[config.mk]
export PLATFORM = sky130hd
export DESIGN_NAME = data_register
export DESIGN_NICKNAME = d
export VERILOG_FILES = /design/src/rtl/data_register_pkg.sv /design/src/rtl/data_register.sv
export SDC_FILE = /design/constraint.sdc
export NUM_CORES = 1
export LEC_CHECK = 0
export CORE_AREA = 2 2 39 41
export CTS_CLUSTER_SIZE = 30
export DETAILED_ROUTE_END_ITERATION = 10
export DIE_AREA = 0 0 41 43
export REMOVE_ABC_BUFFERS = 1
export SKIP_CTS_REPAIR_TIMING = 1
export SYNTH_ARGS = -nofsm -noshare
export SYNTH_HDL_FRONTEND = slang
export SYNTH_SLANG_ARGS = --single-unit
[constraint.sdc]
create_clock -name clk -period 1.2 [get_ports clk]
set_clock_uncertainty 0.1 [all_clocks]
set_input_delay 0.24 -clock clk [delete_from_list [all_inputs] [get_ports clk]]
set_output_delay 0.24 -clock clk [all_outputs]
set_load 0.03 [all_outputs]
[src/rtl/data_register_pkg.sv]
// rtl/data_register_pkg.sv - shared constants and reset-value sizing helper for data_register
package data_register_pkg;

  localparam int DEFAULT_WIDTH = 4;
  localparam int MAX_WIDTH     = 64;

  // Keeps only the low 'width' bits; upper bits are zeroed, never sign-extended.
  function automatic logic [MAX_WIDTH-1:0] fit_reset_value(input logic [MAX_WIDTH-1:0] value,
                                                           input int width);
    if (width >= MAX_WIDTH) return value;
    return value & ~({MAX_WIDTH{1'b1}} << width);
  endfunction

endpackage

[src/rtl/data_register.sv]
// rtl/data_register.sv - parameterised holding register with clear, load enable, valid and changed pulse
module data_register
  import data_register_pkg::*;
#(
  parameter int                   WIDTH       = DEFAULT_WIDTH,
  parameter logic [MAX_WIDTH-1:0] RESET_VALUE = '0
) (
  input  logic             clk,
  input  logic             rst,
  input  logic             clear,
  input  logic             en,
  input  logic [WIDTH-1:0] in,
  output logic [WIDTH-1:0] out,
  output logic             valid,
  output logic             changed
);

  localparam logic [WIDTH-1:0] RST_VAL = WIDTH'(fit_reset_value(RESET_VALUE, WIDTH));

  // Priority rst > clear > en > hold; changed compares against the value being replaced.
  always_ff @(posedge clk) begin
    if (rst) begin
      out     <= RST_VAL;
      valid   <= 1'b0;
      changed <= 1'b0;
    end else if (clear) begin
      out     <= RST_VAL;
      valid   <= 1'b0;
      changed <= (out != RST_VAL);
    end else if (en) begin
      out     <= in;
      valid   <= 1'b1;
      changed <= (in != out);
    end else begin
      changed <= 1'b0;
    end
  end

endmodule

After elaboration in Yosys (flattened, before gate mapping)
Cells that the tools add are included.

operators by class
  eq/ne operators = 1
  muxes and demuxes = 2
  reduce and logical (&&, ||, !) cells = 2

operator list
  kind                count
  != test 4 bit       1
  nonzero test 4 bit  1
  2-to-1 mux 1 bit    2
  OR reduction 2 bit  1

storage, ports and cells
  bits of input ports = 8
  logic and storage cells = 8
  flip-flop bits (word level) = 6

Depth between registers and ports, before layout
Gate-level depths: netlist of the first run.

  word-level depth = 3
  mapped depth = 4
  mapped depth without buffers = 3

Least setup slack after synthesis of the first run
No wires, ideal clock.

  kind = flip-flop to flip-flop
  start point = register out[0]
  end point = register changed
  data arrival time = 1,063 ps
  clock period less this slack = 1,293 ps
  cell stages (with the launch flop) = 4
  data required time = 970 ps
  slack = -93 ps
  cell sequence = dfxtp_1 -> xor2_1 -> o41ai_2 -> a21oi_1

between the ends
  word-level cells in the longest chain between the ends = 3

ends and longest elaborated chain
  what                    line                 text
  start, declared         data_register.sv:13  output logic [WIDTH-1:0] out,
  start signal, assigned  data_register.sv:31  out <= in;
  != test 4 bit           data_register.sv:33  changed <= (in != out);
  2-to-1 mux 1 bit        data_register.sv:30  end else if (en) begin
  2-to-1 mux 1 bit (*)    data_register.sv:26  end else if (clear) begin
  end signal, assigned    data_register.sv:29  changed <= (out != RST_VAL);
  end signal, assigned    data_register.sv:33
  end, declared           data_register.sv:15  output logic changed

Every way passes the cells marked *; elsewhere a longest branch is shown, timed or not.
A chain may end at the register's enable or synchronous reset.

Worst setup path after layout of the first run
  start point = register out[0]
  end point = output out[0]

No word-level cell between the ends.

==> metrics.txt, run 1 <==
cell taking the most area after synthesis dfxtp_1; Remaining DRCs 0; input/output buffers 13; clk buf depth 2; Yosys top cell area share 0.4528; die height 43 um; drt wl/cell 10.52 um; drt first pass iters 2; crit-path cells buf_4 > buf_6; row count 14; P per Cell Area 1062 nW/um^2; Seq cells post-synth 6; root buffer cell clkbuf_4; Fillers 147; Via density 4.161; Worst Max-Slew Pin Slew 0.2857 ns; Unique masters post-synth 10; placed wire-length estimate 506.5 um; Final ANT Viol Nets 0; Max Cap Viol 0; pin count of the biggest net entering global routing 7; leakage power 0.0002420 uW; FF+latch area 123.9 sq um; setup repair after global routing missed its margin true; YS warnings 0; number of global-route vias before repair 239; multi-input logic area 140.1 sq um; top area cells in the synthesized netlist dfxtp_1, mux2i_1, xor2_1, nor3_1, o41ai_2; critical path launch point type flop; routed via count 258; CP Launch Point out[0]; # IOs 14; status finished, final reports clean; CP Data Required Time 0.86 ns; Final Hold Viols 0; Gate Count Post-Synth 25; synthesized area 265.3 sq um; reg2reg start out[2]; die width 41 um; Worst-path clk slew 0.05 ns; worst vdd ir 348.7 uV; worst setup margin 0.03751 ns; sequential area share after synthesis 0.4528; Max-Slew Margin vs Limit 0.8071; setup_tns 0 ns; CTS tree yes; # diodes 0; Place WS -0.2881 ns; max-slew violation count 0; Core Area 1384 sq um; final setup fails 0; # clock sinks 6; Post-layout nets 56; Slowest Stage Delay on Critical Path 0.31 ns; CTS Buf Count 3; share of layout cells above drive strength 1 0.4130; Total Routing Usage GR 0.08963; Hold Crit Class input pin to flop; initial antenna violation count 0; drt initial violations 2; Final Cycle Share 0.9687; Min-Delay Startpoint in[2]; die area 1763 sq um; first-pass GRT wire length 938 um; CTS H-tree depth 1; Area Growth Syn to Fin 80.19%; CP endpoint kind output pin; FMAX 860.2 MHz; Crit Path Class flop to output pin; routability congestion estimate from global placement 0.6745; Crit-path slowest cell dfxtp_2; Starting Density 0.1917; Min Clock Period, post-route 1.162 ns; crit path max fanout 3; Worst EP arrival 0.82 ns; mean cell area of the mapped netlist 10.61 sq um; remaining global-route overflow 0; Tot Pwr 507.4 uW; Skew-Pair Late Insertion Delay 0.25 ns; Post-Route WL 652 um
where the power goes:
| group | switching (uW) | internal [uW] | total [uW] |
|---|---|---|---|
| Combinational | 50.0 | 57.0 | 107 |
| Clock | 72.3 | 113 | 185 |
| Sequential | 5.85 | 209 | 215 |
| Total | 128 | 379 | 507 |
worst max-delay path: cells and delay by family, from the launching register on:
| family | cells | cell delay [ns] |
|---|---|---|
| buf+inv | 2 | 0.27 |
| flops | 1 | 0.31 |
path summary, 6_finish.rpt:
| path | end | slack (ns) | depth (start not counted) |
|---|---|---|---|
| worst max-delay path | out[0] | 0.04 | 2 |
| worst min-delay path | out[2] | 0.26 | 3 |
| worst max register to register | changed | 0.05 | 3 |
| worst min register to register | valid | 0.38 | 2 |
Yosys cell counts:
| library cell | instances |
|---|---|
| nor3_1 | 5 |
| nor2b_1 | 1 |
| nor2_1 | 1 |
| dfxtp_1 | 6 |
| xor2_1 | 4 |
| buf_2 | 1 |
| o41ai_2 | 1 |
| a21oi_1 | 1 |
| o41ai_1 | 1 |
| mux2i_1 | 4 |
metal layers:
layer,part of all wire,vias up,GRT usage,wire length [um]
met1,0.45,110,0.09416,294
met2,0.44,11,0.1219,284
met5,0,-,0,0
li1,-,135,-,-
met3,0.086,2,0.04712,56
met4,0.026,0,0.08000,17
sequential cells by signal (all words and copies together) (netlist names):
signal	count
out	4
changed	1
valid	1
cell usage in the layout (no fill, tap or decap):
cell,synthesis,layout
clkdlybuf4s50_1,0,4
a21oi_1,1,1
nor3_1,5,5
mux2i_1,4,4
buf_4,0,11
o41ai_1,1,1
dlymetal6s2s_1,0,3
buf_6,0,1
xor2_1,4,4
dfxtp_1,6,3
nor2b_1,1,1
clkbuf_4,0,3
o41ai_2,1,1
dfxtp_2,0,3
nor2_1,1,1
kinds of logic after synthesis:
logic type,Yosys count,synth area share
AOI/OAI and AO/OA,3,0.1132
xor gates and xnor gates,4,0.1321
buffers and inverters,1,0.01885
DFF,6,0.4528
muxes,4,0.1509
and+or+nand+nor,7,0.1321
final cells by class:
class                      instances  share of cell area
timing repair buffer              19              0.3586
multi-input combinational         18              0.2932
sequential                         6              0.2592
clock buffer                       3             0.04712
tap                               16             0.04188
stage by stage:
stage | std cells | hold WS [ns] | area [sq um] | util
2_1_floorplan | 24 | 0.2091 | 260.3 | -
3_3_place_gp | 59 | 0.3743 | 440.4 | 0.3183
3_5_place_dp | 59 | 0.3710 | 440.4 | 0.3183
4_1_cts | 62 | 0.3802 | 462.9 | 0.3345
5_1_grt | 62 | 0.2504 | 478.0 | 0.3454
6_report | 62 | 0.2570 | 478.0 | 0.3454
Power figures use the tool's default switching activity.
==> run 2, diff against run 1 <==
==> constraint.sdc (replaced) <==
create_clock -name clk -period 1 [get_ports clk]
set_clock_uncertainty 0.1 [all_clocks]
set_input_delay 0.2 -clock clk [delete_from_list [all_inputs] [get_ports clk]]
set_output_delay 0.2 -clock clk [all_outputs]
set_load 0.03 [all_outputs]
==> metrics.txt, run 2 (synthesis gave the netlist of run 1 again) <==
leading cell types in the layout, fill and taps excluded buf_6, buf_4, dlymetal6s2s_1; status finished, violations left; worst vdd ir 390.5 uV; failing checks negative setup slack; worst setup margin -0.1378 ns; Min Clock Period, post-route 1.138 ns; Remaining DRCs 0; Top Registers out (4), changed (1), valid (1); # diodes 0; Area Growth Syn to Fin 116.5%; Tot Pwr 640.8 uW; Skew-Pair Late Insertion Delay 0.25 ns; share of layout cells above drive strength 1 0.5385; # IOs 14; drt initial violations 1; setup repair after global routing missed its margin true; Worst EP arrival 0.84 ns; Hold Crit Class input pin to flop; Crit Path Class flop to output pin; die width 41 um; Worst-path clk slew 0.05 ns; largest register by flop count out; Max Cap Viol 0; CP endpoint kind output pin; placed wire-length estimate 501.8 um; drt wl/cell 10.75 um; root buffer cell clkbuf_4; pin count of the biggest net entering global routing 7; CTS tree yes; Worst Max-Slew Pin Slew 0.2535 ns; Post-layout nets 62; Max-Slew Margin vs Limit 0.8307; routed via count 281; first-pass GRT wire length 931 um; routability congestion estimate from global placement 0.7357; final setup fails 5; Via density 4.132; number of global-route vias before repair 231; CTS H-tree depth 1; crit path max fanout 3; Final Hold Viols 0; # clock sinks 6; Final Cycle Share 1.138; leading cell type in the layout, fill and taps excluded buf_6; row count 14; P per Cell Area 1116 nW/um^2; critical path launch point type flop; input/output buffers 13; Final ANT Viol Nets 0; FMAX 878.9 MHz; Post-Route WL 731 um; max-slew violation count 0; Total Routing Usage GR 0.08652; CP Data Required Time 0.70 ns; die area 1763 sq um; setup_tns -0.6127 ns; die height 43 um; remaining global-route overflow 0; drt first pass iters 2; clk buf depth 2; WHS 0.2139 ns; CTS Buf Count 3; max FFs per register 4; leakage power 0.0003151 uW; Core Area 1384 sq um; initial antenna violation count 0; Starting Density 0.1917
-- run 2: changes by cell type in the layout (fill, tap and decap cells not counted) --
cell and change:
dfxtp_1 -2, o41ai_2 +1, dlymetal6s2s_1 +3, buf_4 -3, dfxtp_2 +2, o41ai_1 -1, clkdlybuf4s50_1 -3, buf_6 +9
-- run 2: layout make-up --
type	count	area (sq um)
fillers	140	809.5
repair buffers	25	257.7
multi-input cells	18	147.6
flip-flops and latches	6	126.4
clock buffers	3	22.52
well taps	16	20.02
-- run 2: per-layer routing --
layer / track usage / vias to the layer above / wire length (um)
met5: 0 / - / 0
met4: 0.06000 / 0 / 17
met3: 0.06283 / 2 / 57
met2: 0.1000 / 11 / 336
met1: 0.1068 / 121 / 320
li1: - / 147 / -
-- run 2: per-stage QoR --
step / util / worst slack (ns) / std cells / instance area [sq um]
finish: 0.4150 / -0.1378 / 68 / 574.3
global placement: 0.3345 / -0.4345 / 62 / 462.9
floorplan: - / -0.2930 / 24 / 260.3
global route: 0.4150 / -0.1718 / 68 / 574.3
detailed placement: 0.3345 / -0.4425 / 62 / 462.9
CTS: 0.3508 / -0.2020 / 65 / 485.5
-- run 2: final timing paths --
check        cells past startpoint       to  startpoint  slack [ns]
max                              2   out[2]      out[2]       -0.14
min                              2   out[0]       clear        0.21
max reg2reg                      3  changed      out[0]       -0.12
min reg2reg                      2    valid       valid        0.38
-- run 2: where the power goes --
group | total [uW] | internal [uW] | switching (uW)
sequential | 259 | 251 | 7.64
clock | 230 | 136 | 94.2
combinational | 151 | 85.9 | 65.4
total | 641 | 474 | 167
-- run 2: worst max-delay path, stage by stage, from the launching register on --
cell and delay (ns):
dfxtp_2 0.33, buf_4 0.13, buf_6 0.13
==> run 3, diff against run 2 <==
--- a/config.mk
+++ b/config.mk
@@ -10,6 +10,7 @@
 export DETAILED_ROUTE_END_ITERATION = 10
 export DIE_AREA = 0 0 41 43
 export REMOVE_ABC_BUFFERS = 1
+export SETUP_SLACK_MARGIN = 0.02
 export SKIP_CTS_REPAIR_TIMING = 1
 export SYNTH_ARGS = -nofsm -noshare
 export SYNTH_HDL_FRONTEND = slang
==> results of run 3 <==
No change in the layout: final DEF, timing and power equal those of run 2.
